--- src/rtl/sprite_render_pipe.sv ---
// Sprite ROM address generation, palette decode and sword-swing animation sequencer.
// Optional horizontal mirroring is enabled by defining SPRITE_MIRROR_EN (adds port mirror_x).
module sprite_render_pipe #(
   parameter int unsigned SPRITE_W   = 32,
   parameter int unsigned SPRITE_H   = 32,
   parameter int unsigned IDX_W      = 3,
   parameter int unsigned FRAMES     = 4,
   parameter int unsigned FRAME_HOLD = 8
) (
   input  logic             clock,
   input  logic             reset_n,
   input  logic             frame_start,
   input  logic             attack,
   input  logic             pix_en,
   input  logic [9:0]       draw_x,
   input  logic [9:0]       draw_y,
   input  logic [9:0]       sprite_x,
   input  logic [9:0]       sprite_y,
`ifdef SPRITE_MIRROR_EN
   input  logic             mirror_x,
`endif
   output logic [9:0]       rom_address,
   output logic [1:0]       rom_frame_sel,
   input  logic [IDX_W-1:0] rom_q,
   output logic             pix_valid,
   output logic             pix_opaque,
   output logic [11:0]      pix_rgb,
   output logic             attacking
);

   localparam int unsigned XB = $clog2(SPRITE_W);
   localparam int unsigned YB = $clog2(SPRITE_H);
   localparam int unsigned FB = (FRAMES > 1) ? $clog2(FRAMES) : 1;
   localparam int unsigned HB = (FRAME_HOLD > 1) ? $clog2(FRAME_HOLD) : 1;

   typedef enum logic [1:0] {IDLE, SWING, COOLDOWN} state_t;

   state_t        state_q, state_d;
   logic [FB-1:0] frame_q, frame_d;
   logic [HB-1:0] hold_q, hold_d;
   logic [1:0]    rom_frame_sel_q, rom_frame_sel_d;
   logic          attacking_q, attacking_d;

   logic [9:0]    rom_address_q, rom_address_d;
   logic          tag_a_en_q, tag_a_en_d, tag_a_in_q, tag_a_in_d;
   logic          tag_b_en_q, tag_b_in_q;
   logic          pix_valid_q, pix_valid_d, pix_opaque_q, pix_opaque_d;
   logic [11:0]   pix_rgb_q, pix_rgb_d;

   logic [9:0]    dx_c, dy_c;
   logic [XB-1:0] col_c;
   logic [2:0]    idx_c;

   function automatic logic [11:0] palette(input logic [2:0] idx);
      case (idx)
         3'd1:    palette = 12'h000;
         3'd2:    palette = 12'hFFF;
         3'd3:    palette = 12'h0A0;
         3'd4:    palette = 12'h840;
         3'd5:    palette = 12'hFC9;
         3'd6:    palette = 12'hAAA;
         3'd7:    palette = 12'hF00;
         default: palette = 12'h000;
      endcase
   endfunction

   // Animation sequencer: every transition is gated by frame_start
   always_comb begin
      state_d = state_q;
      frame_d = frame_q;
      hold_d  = hold_q;
      if (frame_start) begin
         case (state_q)
            IDLE: begin
               if (attack) begin
                  state_d = SWING;
                  frame_d = '0;
                  hold_d  = '0;
               end
            end
            SWING: begin
               if (hold_q == HB'(FRAME_HOLD - 1)) begin
                  hold_d = '0;
                  if (frame_q == FB'(FRAMES - 1)) begin
                     state_d = COOLDOWN;
                     frame_d = '0;
                  end else begin
                     frame_d = frame_q + FB'(1);
                  end
               end else begin
                  hold_d = hold_q + HB'(1);
               end
            end
            COOLDOWN: begin
               if (!attack) state_d = IDLE;
            end
            default: state_d = IDLE;
         endcase
      end
      rom_frame_sel_d = (state_d == SWING) ? 2'(frame_d) : 2'b00;
      attacking_d     = (state_d == SWING);
   end

   // Pixel pipeline: address issue (A), ROM read (B), palette decode (C)
   always_comb begin
      dx_c  = draw_x - sprite_x;
      dy_c  = draw_y - sprite_y;
`ifdef SPRITE_MIRROR_EN
      col_c = dx_c[XB-1:0] ^ {XB{mirror_x}};
`else
      col_c = dx_c[XB-1:0];
`endif
      rom_address_d = 10'({dy_c[YB-1:0], col_c});
      tag_a_en_d    = pix_en;
      tag_a_in_d    = (dx_c < 10'(SPRITE_W)) && (dy_c < 10'(SPRITE_H));
      idx_c         = rom_q[2:0];
      pix_valid_d   = tag_b_en_q;
      pix_opaque_d  = tag_b_en_q && tag_b_in_q && (idx_c != 3'd0);
      pix_rgb_d     = pix_opaque_d ? palette(idx_c) : 12'h000;
   end

   always_ff @(posedge clock or negedge reset_n) begin
      if (!reset_n) begin
         state_q         <= IDLE;
         frame_q         <= '0;
         hold_q          <= '0;
         rom_frame_sel_q <= '0;
         attacking_q     <= 1'b0;
         rom_address_q   <= '0;
         tag_a_en_q      <= 1'b0;
         tag_a_in_q      <= 1'b0;
         tag_b_en_q      <= 1'b0;
         tag_b_in_q      <= 1'b0;
         pix_valid_q     <= 1'b0;
         pix_opaque_q    <= 1'b0;
         pix_rgb_q       <= '0;
      end else begin
         state_q         <= state_d;
         frame_q         <= frame_d;
         hold_q          <= hold_d;
         rom_frame_sel_q <= rom_frame_sel_d;
         attacking_q     <= attacking_d;
         rom_address_q   <= rom_address_d;
         tag_a_en_q      <= tag_a_en_d;
         tag_a_in_q      <= tag_a_in_d;
         tag_b_en_q      <= tag_a_en_q;
         tag_b_in_q      <= tag_a_in_q;
         pix_valid_q     <= pix_valid_d;
         pix_opaque_q    <= pix_opaque_d;
         pix_rgb_q       <= pix_rgb_d;
      end
   end

   assign rom_address   = rom_address_q;
   assign rom_frame_sel = rom_frame_sel_q;
   assign attacking     = attacking_q;
   assign pix_valid     = pix_valid_q;
   assign pix_opaque    = pix_opaque_q;
   assign pix_rgb       = pix_rgb_q;

endmodule

--- config.mk ---
export PLATFORM = sky130hd
export DESIGN_NAME = sprite_render_pipe
export DESIGN_NICKNAME = d
export VERILOG_FILES = /design/src/rtl/sprite_render_pipe.sv
export SDC_FILE = /design/constraint.sdc
export NUM_CORES = 1
export LEC_CHECK = 0
export ABC_AREA = 1
export CORE_MARGIN = 10
export CORE_UTILIZATION = 48
export CTS_BUF_LIST = sky130_fd_sc_hd__clkbuf_4
export CTS_CLUSTER_SIZE = 8
export DETAILED_ROUTE_END_ITERATION = 8
export MAX_ROUTING_LAYER = met4
export PLACE_DENSITY = 0.91
export SLEW_MARGIN = 20
export SYNTH_ARGS = -nofsm -noshare
export SYNTH_HDL_FRONTEND = slang
export SYNTH_SLANG_ARGS = --single-unit
export TNS_END_PERCENT = 30
--- constraint.sdc ---
create_clock -name clock -period 2 [get_ports clock]
set_input_delay 0.4 -clock clock [delete_from_list [all_inputs] [get_ports clock]]
set_output_delay 0.4 -clock clock [all_outputs]
set_load 0.05 [all_outputs]
==> qor.yml, run 1 <==
logic_synthesis:
  synth-xor-area-share_pct: 2.990
  yosys.area.top_type: "dfrtp_1"
  synth_top_family_by_area: "simple AND/OR/NAND/NOR gates"
  yosysTopAreaCellShare_pct: 38.44
  netlist_area_mm2: 0.002343
  synth_seq_cells: 36
  avgSynthCellArea_um2: 7.864
  netlist_top_cells_area: "dfrtp_1, ha_1, nand2_1, inv_1, nand2_2"
  synth-compound-area-share_pct: 8.703
  yosys_warnings: 0
  synthAdderAreaFrac_pct: 12.92
  muxShareOfSynthArea_pct: 0
  netlist_instances: 298
  synth-simple-area-share_pct: 25.73
  synth.distinct_cells: 29
  ys_seq_area_share_pct: 38.44
  syn-num-nets: 369
clocking:
  clock_latency_ns: 0.35
  cts_buffer_depth: 2
  htree_levels: 2
  clock-sinks: 36
  cts_tree: "done"
  numCtsBuffers: 5
  clk_pin_slew_ns: 0.10
  cts_root_buffer: "clkbuf_4"
global_routing:
  grt_pass1_vias: 2199
  grt_pass1_wl_um: 9556
  antenna_found_initial: 0
  grt_usage_pct: 14.22
  grt-ovfl-total: 0
  grt_max_degree: 37
placed_design:
  port_buffers: 74
  hpwl_um: 4882
  dp_slack_ns: -0.4327
  place_inst: 458
  place_congestion: 0.9272
pwr:
  peakVddDrop_mv: 0.3088
  leakagePower_uw: 0.001808
  total_power_uw: 2024
  powerDensity_mw_per_mm2: 592.9
route:
  routed_wl_um: 5760
  viasPerCell: 4.682
  drc: 0
  drtIter0Drc: 87
  detail-route-antenna-nets: 0
  dr.pass1.iters: 4
  vias: 2191
  wl_per_cell_um: 12.31
sta:
  finalClockSkew_ns: 0.01218
  period_needed_ns: 1.911
  setup_slack_ns: 0.08936
  worst_pin_slew_ns: 0.5330
  relSlewSlack_pct: 64.35
  fin_crit_sh_pct: 95.53
  finalSetupViolations: 0
  rsz0062_at_grt: "no"
  report.final.hold_viol_count: 0
  fmax_mhz: 523.4
  hold_slack_ns: 0.3674
  drv_slew: 0
cells_and_area:
  drive_above_1_share_pct: 16.46
  layout_common_cells: "clkdlybuf4s50_1, nand2_1, inv_1"
  final_nets: 472
  stdcell_count: 468
  diodes: 0
  regArea_um2: 900.9
  final_core_utilization_pct: 72.26
  fillerInstances: 361
  area_growth_pct: 45.65
  layout_commonest_cell: "clkdlybuf4s50_1"
  multi_input_comb_area_mm2: 0.001210
status:
  status: "finished, final reports clean"
setup_path:
  slowest_stage: "clkdlybuf4s50_1"
  end_kind: "primary output"
  crit_family: "buffers and inverters"
  crit_path_max_incr_delay_ns: 0.81
  cp_data_arrival_time_ns: 1.51
  path_class: "reg2out"
  worst-path-buf-inv: 1
  rrSetupSlack_ns: 0.41
  path_max_fanout: 1
  crit_path_cell_trace: "clkdlybuf4s50_1"
  start_kind: "flip-flop"
  required_ns: 1.60
die:
  ioPinCount: 75
  rows: 25
  die_w_um: 89.88
  die_y_um: 89.88
  start_util_pct: 49.62
  core_region_area_mm2: 0.004723
  dieArea_mm2: 0.008078
run:
  max-cap-violations: 0
worst_hold_path:
  hp-class: "reg2reg"
-- per-layer routing --
layer | global-route usage (%) | routed length, µm | vias up
li1 | - | - | 1126
met1 | 14.62 | 2355 | 974
met2 | 25.67 | 2995 | 79
met3 | 3.824 | 319 | 12
met4 | 4.642 | 90 | 0
met5 | - | 0 | -
-- metrics by stage --
stage               TNS [ns]  cell area, µm²
detailed placement   -0.6772            3311
finish                     0            3413
global route               0            3413
floorplan                  0            2344
CTS                        0            3373
global placement     -0.4789            3311
-- logic make-up (layout without fill, tap and decap cells) --
family	count (synthesis)	after routing
AOI/OAI and AO/OA	32	32
buffers and inverters	68	171
and+or+nand+nor	131	131
adders and majority gates	23	23
DFF	36	36
xor gates and xnor gates	8	8
-- what timing repair did --
action / 4_1_cts / 5_1_grt
pin swaps: 3 / 6
buffers inserted: 1 / 2
gates resized for setup: 4 / 8
setup endpoints to repair: 1 / 1
hold buffers: 0 / 0
-- power breakdown --
group | internal (µW) | switching, µW | total (µW)
Combinational | 365 | 476 | 841
Clock | 123 | 224 | 346
Sequential | 800 | 36.2 | 836
Total | 1290 | 736 | 2020
-- synthesized netlist by cell type (all sizes together) --
| cell | instances |
|---|---|
| xor2 | 6 |
| nand4 | 4 |
| xnor2 | 2 |
| a32oi | 1 |
| ha | 21 |
| o21a | 2 |
| fa | 2 |
| o211ai | 1 |
| o21bai | 3 |
| nor3 | 2 |
| nand3 | 15 |
| nand2 | 81 |
| inv | 66 |
| nor2 | 23 |
| o21ai | 8 |
| dfrtp | 36 |
| nand3b | 6 |
| buf | 2 |
| a21oi | 16 |
| a31oi | 1 |
-- state kept, by name, summed over array words and instances (netlist names), 2 cells and up --
| register | count |
|---|---|
| state_q | 2 |
| hold_q | 3 |
| rom_frame_sel | 2 |
| rom_address | 10 |
| pix_rgb | 10 |
| frame_q | 2 |
-- cell type report --
cell class / count / area share (%)
multi-input combinational: 194 / 35.45
timing repair buffer: 98 / 27.13
sequential: 36 / 26.39
inverter: 66 / 7.258
tap: 67 / 2.456
clock buffer: 5 / 1.100
clock inverter: 2 / 0.2199
-- path summary, 6_finish.rpt --
path / from / end / cells after the start
setup / recovery: rom_address[4] / rom_address[4] / 1
hold / removal: tag_a_in_q / tag_b_in_q / 0
setup reg to reg: hold_q[0] / rom_frame_sel[0] / 9
hold reg to reg: tag_a_in_q / tag_b_in_q / 0
max in group asynchronous: reset_n / pix_rgb[9] / 2
min in group asynchronous: reset_n / state_q[0] / 2
Note: power is estimated with default switching activity, not from simulation.
==> run 2, diff against run 1 <==
Settings changed: ABC_CLOCK_PERIOD_IN_PS set to 2400, CORE_UTILIZATION 48 to 52, PLACE_DENSITY 0.91 to 0.95.
Clock period 2 ns to 2.4 ns, I/O delays scaled along.
==> run 2 against run 1 <==
Via count down 3.3%. Global-route usage up 1.4 points. Clock skew down 0.0044 ns. Routed wire length down 3.1%. Critical path type is now in2reg. Sequential power down 17%. Count of clock-buffer cells in the layout up 2. Non-clock buffer count down 22. Combinational power down 24%.
==> qor.yml, run 2 (same netlist as run 1, synthesis figures left out) <==
status:
  status: "finished, final reports clean"
sta:
  worst_pin_slew_ns: 0.5363  # +0.003238 ns
  drv_slew: 0  # unchanged
  period_needed_ns: 2.153
  report.final.hold_viol_count: 0  # unchanged
  fmax_mhz: 464.4
  relSlewSlack_pct: 64.14  # -0.22 points
  rsz0062_at_grt: "no"
  finalClockSkew_ns: 0.007753  # -0.004430 ns
  hold_slack_ns: 0.3612  # -0.006201 ns
  fin_crit_sh_pct: 89.72
  finalSetupViolations: 0  # unchanged
  setup_slack_ns: 0.2466  # +0.1573 ns
placed_design:
  hpwl_um: 4809  # -1.5%
  port_buffers: 74  # unchanged
  place_inst: 424  # -7.4%
  placed_area_mm2: 0.003149  # -4.9%
  place_congestion: 0.8742  # -5.7%
  dp_slack_ns: -0.1168  # +0.3159 ns
setup_path:
  cpMostUsedCell: "nand2_1"
  rrSetupSlack_ns: 0.83  # +0.42 ns
  end_kind: "flip-flop"
  cp_data_arrival_time_ns: 2.43  # +0.92 ns
  crit_path_max_incr_delay_ns: 0.46  # -0.35 ns
  reg2reg_to: "rom_frame_sel[0]"
  path_class: "in2reg"
  path_max_fanout: 3  # +2
  slowest_stage: "clkdlybuf4s50_1"
  worst-path-buf-inv: 2  # +1
  required_ns: 2.68  # +1.08 ns
  crit_path_cell_trace: "clkdlybuf4s50_1 -> inv_1 -> ha_1 -> fa_1 -> nand3b_1 -> nand2_1 -> nand2_1 -> nand2_1 -> nand2_1 -> nand2_1 -> nand2_1 -> nand3b_1 -> nor2_1"
  r2r-start: "hold_q[0]"
  cp-startpoint: "draw_y[0]"
  start_kind: "input port"
  crit_family: "simple AND/OR/NAND/NOR gates"
  r2r_cells: 9  # unchanged
pwr:
  leakagePower_uw: 0.001695  # -6.2%
  powerDensity_mw_per_mm2: 517.8  # -13%
  peakVddDrop_mv: 0.2248  # -27%
worst_hold_path:
  hp-class: "reg2reg"
  min_path_cells: 0  # unchanged
  hold-path-endpoint: "tag_b_in_q"
  min_from: "tag_a_in_q"
cells_and_area:
  stdcell_count: 432  # -7.7%
  fin_area_mm2: 0.003206  # -6.1%
  fillerInstances: 326  # -9.7%
  diodes: 0  # unchanged
  final_nets: 450  # -4.7%
  drive_above_1_share_pct: 9.737  # -6.7 points
  area_growth_pct: 36.79
  multi_input_comb_area_mm2: 0.001180  # -2.5%
  layout_common_cells: "clkdlybuf4s50_1, nand2_1, inv_1"
  final_core_utilization_pct: 73.62  # +1.4 points
  layout_commonest_cell: "clkdlybuf4s50_1"
  regArea_um2: 900.9  # unchanged
clocking:
  post_cts_resized: 0  # -4
  hold_buffers: 0  # unchanged
  cts_tree: "done"
  clock_latency_ns: 0.34  # about the same
  numCtsBuffers: 5  # unchanged
  cts_root_buffer: "clkbuf_4"
  cts_buffer_depth: 2  # unchanged
  clk_pin_slew_ns: 0.10  # about the same
  clock-sinks: 36  # unchanged
  htree_levels: 2  # unchanged
  post_cts_buffers: 0  # -1
route:
  drc: 0  # unchanged
  drtIter0Drc: 113  # +30%
  detail-route-antenna-nets: 0  # unchanged
  vias: 2119  # -3.3%
  dr.pass1.iters: 4  # unchanged
  routed_wl_um: 5580  # -3.1%
  viasPerCell: 4.905  # +4.8%
  wl_per_cell_um: 12.92  # +4.9%
global_routing:
  grt_pass1_vias: 2198  # -0.045%
  grt_pass1_wl_um: 9384  # -1.8%
  grt-ovfl-total: 0  # unchanged
  grt_usage_pct: 15.60  # +1.4 points
  grt_max_degree: 37  # unchanged
  antenna_found_initial: 0  # unchanged
die:
  die_y_um: 87.13  # -3.1%
  start_util_pct: 53.82  # +4.2 points
  die_w_um: 87.13  # -3.1%
  ioPinCount: 75  # unchanged
  dieArea_mm2: 0.007592  # -6.0%
  rows: 24  # -4.0%
  core_region_area_mm2: 0.004354  # -7.8%
run:
  max-cap-violations: 0  # unchanged
-- run 2: per-stage QoR --
step | power, µW | setup TNS (ns)
2_1_floorplan | 1113 | 0
3_3_place_gp | 1327 | -0.03553
3_5_place_dp | 1355 | -0.1168
4_1_cts | 1669 | 0
5_1_grt | 1766 | 0
6_report | 1660 | 0
-- run 2: worst max-delay path by stage --
| stage | to | slack (ns) | cells after the start |
|---|---|---|---|
| detailed placement | tag_a_in_q | -0.12 | 13 |
| CTS | tag_a_in_q | 0.24 | 13 |
| global route | tag_a_in_q | 0.14 | 13 |
| floorplan | tag_a_in_q | 0.51 | 12 |
| finish | tag_a_in_q | 0.25 | 13 |
| global placement | tag_a_in_q | -0.04 | 13 |
-- run 2: worst reg2reg max path: stages (launching register included) --
cell	delay, ns
dfrtp_1	0.40
ha_1	0.20
ha_1	0.21
nand2_1	0.12
nand2_1	0.08
inv_2	0.07
o21ai_1	0.06
o21ai_2	0.09
o211ai_2	0.12
a21oi_1	0.14
-- run 2: per-layer routing --
metal  GRT usage (%)  part of all wire [%]  up-vias
met4           6.812                   1.7        0
met1           15.69                    38      964
li1                -                     -     1084
met2           28.38                    54       63
met3           3.184                   6.2        8
met5               -                     0        -
-- run 2: cell type report --
| cell class | instances | area share (%) |
|---|---|---|
| well taps | 52 | 2.030 |
| repair buffers | 76 | 23.58 |
| clock inverters | 1 | 0.1171 |
| clock buffers | 7 | 1.639 |
| multi-input cells | 194 | 36.81 |
| inverters | 66 | 7.728 |
| flip-flops and latches | 36 | 28.10 |
-- run 2: power by group --
group          switching, µW  internal [µW]  total, µW
clock                    186            135        321
combinational            382            262        643
sequential              28.4            667        695
==> run 3, diff against run 2 <==
Settings changed: PLACE_DENSITY 0.95 to not set, PLACE_DENSITY_LB_ADDON set to 0.2.
==> run 3 against run 2 <==
Setup slack got worse by 0.018 ns. Clock skew is 0.0060 ns higher. Sequential share of layout area barely moved. Routed wire length decreased by 6.8%. Critical path depth unchanged. First-iteration DRC count down 40%. Cell count rose by 0.23%. Utilization is 0.058 points higher. Fmax shrank 0.81%. Die area unchanged. Final area is essentially flat. Critical path type unchanged. Critical endpoint unchanged.
==> qor.yml, run 3 (same netlist as run 1, synthesis figures left out) <==
route:
  detail-route-antenna-nets: 0  # unchanged
  wl_per_cell_um: 12.01  # -7.0%
  viasPerCell: 4.871  # -0.70%
  vias: 2109  # -0.47%
  drc: 0  # unchanged
  dr.pass1.iters: 5  # +1
  routed_wl_um: 5201  # -6.8%
  drtIter0Drc: 68  # -40%
clocking:
  post_cts_resized: 0  # unchanged
  clk_pin_slew_ns: 0.10  # about the same
  hold_buffers: 0  # unchanged
  cts_buffer_depth: 2  # unchanged
  htree_levels: 2  # unchanged
  cts_root_buffer: "clkbuf_4"
  cts_tree: "done"
  numCtsBuffers: 5  # unchanged
  clock_latency_ns: 0.33  # about the same
  clock-sinks: 36  # unchanged
  post_cts_buffers: 0  # unchanged
pwr:
  p_clk_share_pct: 19.2  # -0.2 points
  leakagePower_uw: 0.001701  # +0.30%
  peakVddDrop_mv: 0.2264  # +0.74%
  internal-power_uw: 1065  # +0.12%
  power_frac_seq_pct: 41.9  # about the same
  p_sw_share_pct: 35.68  # -0.24 points
  powerDensity_mw_per_mm2: 516.0  # -0.34%
  pwr-share-comb_pct: 38.9  # about the same
  p_sw_uw: 590.7  # -0.94%
placed_design:
  port_buffers: 74  # unchanged
  hpwl_um: 4446  # -7.6%
  dp_slack_ns: -0.1136  # +0.003138 ns
  placed_area_mm2: 0.003152  # about the same
  place_congestion: 0.8681  # -0.70%
global_routing:
  busiest_layer: "met2"
  grt_usage_pct: 14.73  # -0.87 points
  grt_max_degree: 37  # unchanged
  use_met1_pct: 15.08  # -0.61 points
  grt_pass1_vias: 2085  # -5.1%
  grt_pass1_wl_um: 8880  # -5.4%
  use_met3_pct: 3.745  # +0.56 points
  grt_util_met2_pct: 26.32  # -2.1 points
  grt-ovfl-total: 0  # unchanged
  antenna_found_initial: 0  # unchanged
setup_path:
  endpoint: "tag_a_in_q"
  path_max_fanout: 3  # unchanged
  path_class: "in2reg"
  reg2reg_to: "rom_frame_sel[0]"
  r2r_cells: 9  # unchanged
  required_ns: 2.67  # about the same
  cp_data_arrival_time_ns: 2.44  # about the same
  rrSetupSlack_ns: 0.76  # -0.07 ns
  end_kind: "flip-flop"
  start_kind: "input port"
  r2r-start: "hold_q[0]"
  cp-startpoint: "draw_y[0]"
die:
  die_y_um: 87.13  # unchanged
  die_w_um: 87.13  # unchanged
  core_region_area_mm2: 0.004354  # unchanged
  rows: 24  # unchanged
  ioPinCount: 75  # unchanged
  dieArea_mm2: 0.007592  # unchanged
  start_util_pct: 53.82  # unchanged
cells_and_area:
  final_core_utilization_pct: 73.68  # about the same
  drive_above_1_share_pct: 10.24  # +0.50 points
  final_nets: 451  # +0.22%
  layout_common_cells: "clkdlybuf4s50_1, nand2_1, inv_1"
  diodes: 0  # unchanged
  fin_area_mm2: 0.003208  # about the same
  layout_commonest_cell: "clkdlybuf4s50_1"
  area_growth_pct: 36.89  # about the same
sta:
  finalClockSkew_ns: 0.01371  # +0.005954 ns
  drv_slew: 0  # unchanged
  report.final.hold_viol_count: 0  # unchanged
  fin_setup_tns_ns: 0  # unchanged
  worst_pin_slew_ns: 0.7412  # +0.2050 ns
  fin_crit_sh_pct: 90.46  # +0.73 points
  setup_slack_ns: 0.2290  # -0.01761 ns
  period_needed_ns: 2.171  # +0.01761 ns
  finalSetupViolations: 0  # unchanged
  fmax_mhz: 460.6  # -0.81%
  relSlewSlack_pct: 50.59  # -14 points
  rsz0062_at_grt: "no"
worst_hold_path:
  hp-class: "in2async"
run:
  max-cap-violations: 0  # unchanged
status:
  status: "finished, final reports clean"
## run 3: critical path: stages
cell	delay, ns
clkdlybuf4s50_1	0.46
inv_1	0.05
ha_1	0.22
fa_1	0.40
nand3b_1	0.18
nand2_1	0.11
nand2_1	0.08
nand2_1	0.06
nand2_1	0.05
nand2_1	0.05
nand2_1	0.04
nand3b_1	0.15
nor2_1	0.12
## run 3: through the flow
stage / total power (µW) / hold slack (ns) / cells
6_report: 1656 / 0.1916 / 433
5_1_grt: 1769 / 0.2468 / 433
4_1_cts: 1669 / 0.2277 / 433
3_5_place_dp: 1353 / 0.3385 / 425
3_3_place_gp: 1332 / 0.3340 / 425
2_1_floorplan: 1113 / 0.1844 / 298
## run 3: how the worst min path moves through the flow
stage               start          to  slack, ns  cells after the start
6_report          reset_n   hold_q[2]       0.19                      1
5_1_grt           reset_n   hold_q[1]       0.25                      1
4_1_cts           reset_n   hold_q[1]       0.23                      1
3_5_place_dp   tag_a_in_q  tag_b_in_q       0.34                      0
3_3_place_gp   tag_a_in_q  tag_b_in_q       0.33                      0
2_1_floorplan     reset_n   attacking       0.18                      0
## run 3: cell type report
cell class,instances,area (µm²)
sequential,36,900.9
timing repair buffer,77,758.2
fill,335,1146
clock buffer,7,52.55
inverter,66,247.7
clock inverter,1,3.754
tap,52,65.06
multi-input combinational,194,1180
## run 3: metal layers
metal  share of wire (%)  wire (µm)  vias up
met5                   0          0        -
met4                 1.2         65        0
met3                 6.5        339        4
met2                  52       2704       68
met1                  40       2091      955
li1                    -          -     1082
## run 3: power by group through the flow
stage / combinational [µW] / clock [µW] / sequential, µW
6_report: 645 / 318 / 693
3_3_place_gp: 630 / 0 / 702
2_1_floorplan: 285 / 0 / 828
4_1_cts: 651 / 324 / 693
3_5_place_dp: 647 / 0 / 706
5_1_grt: 711 / 357 / 700
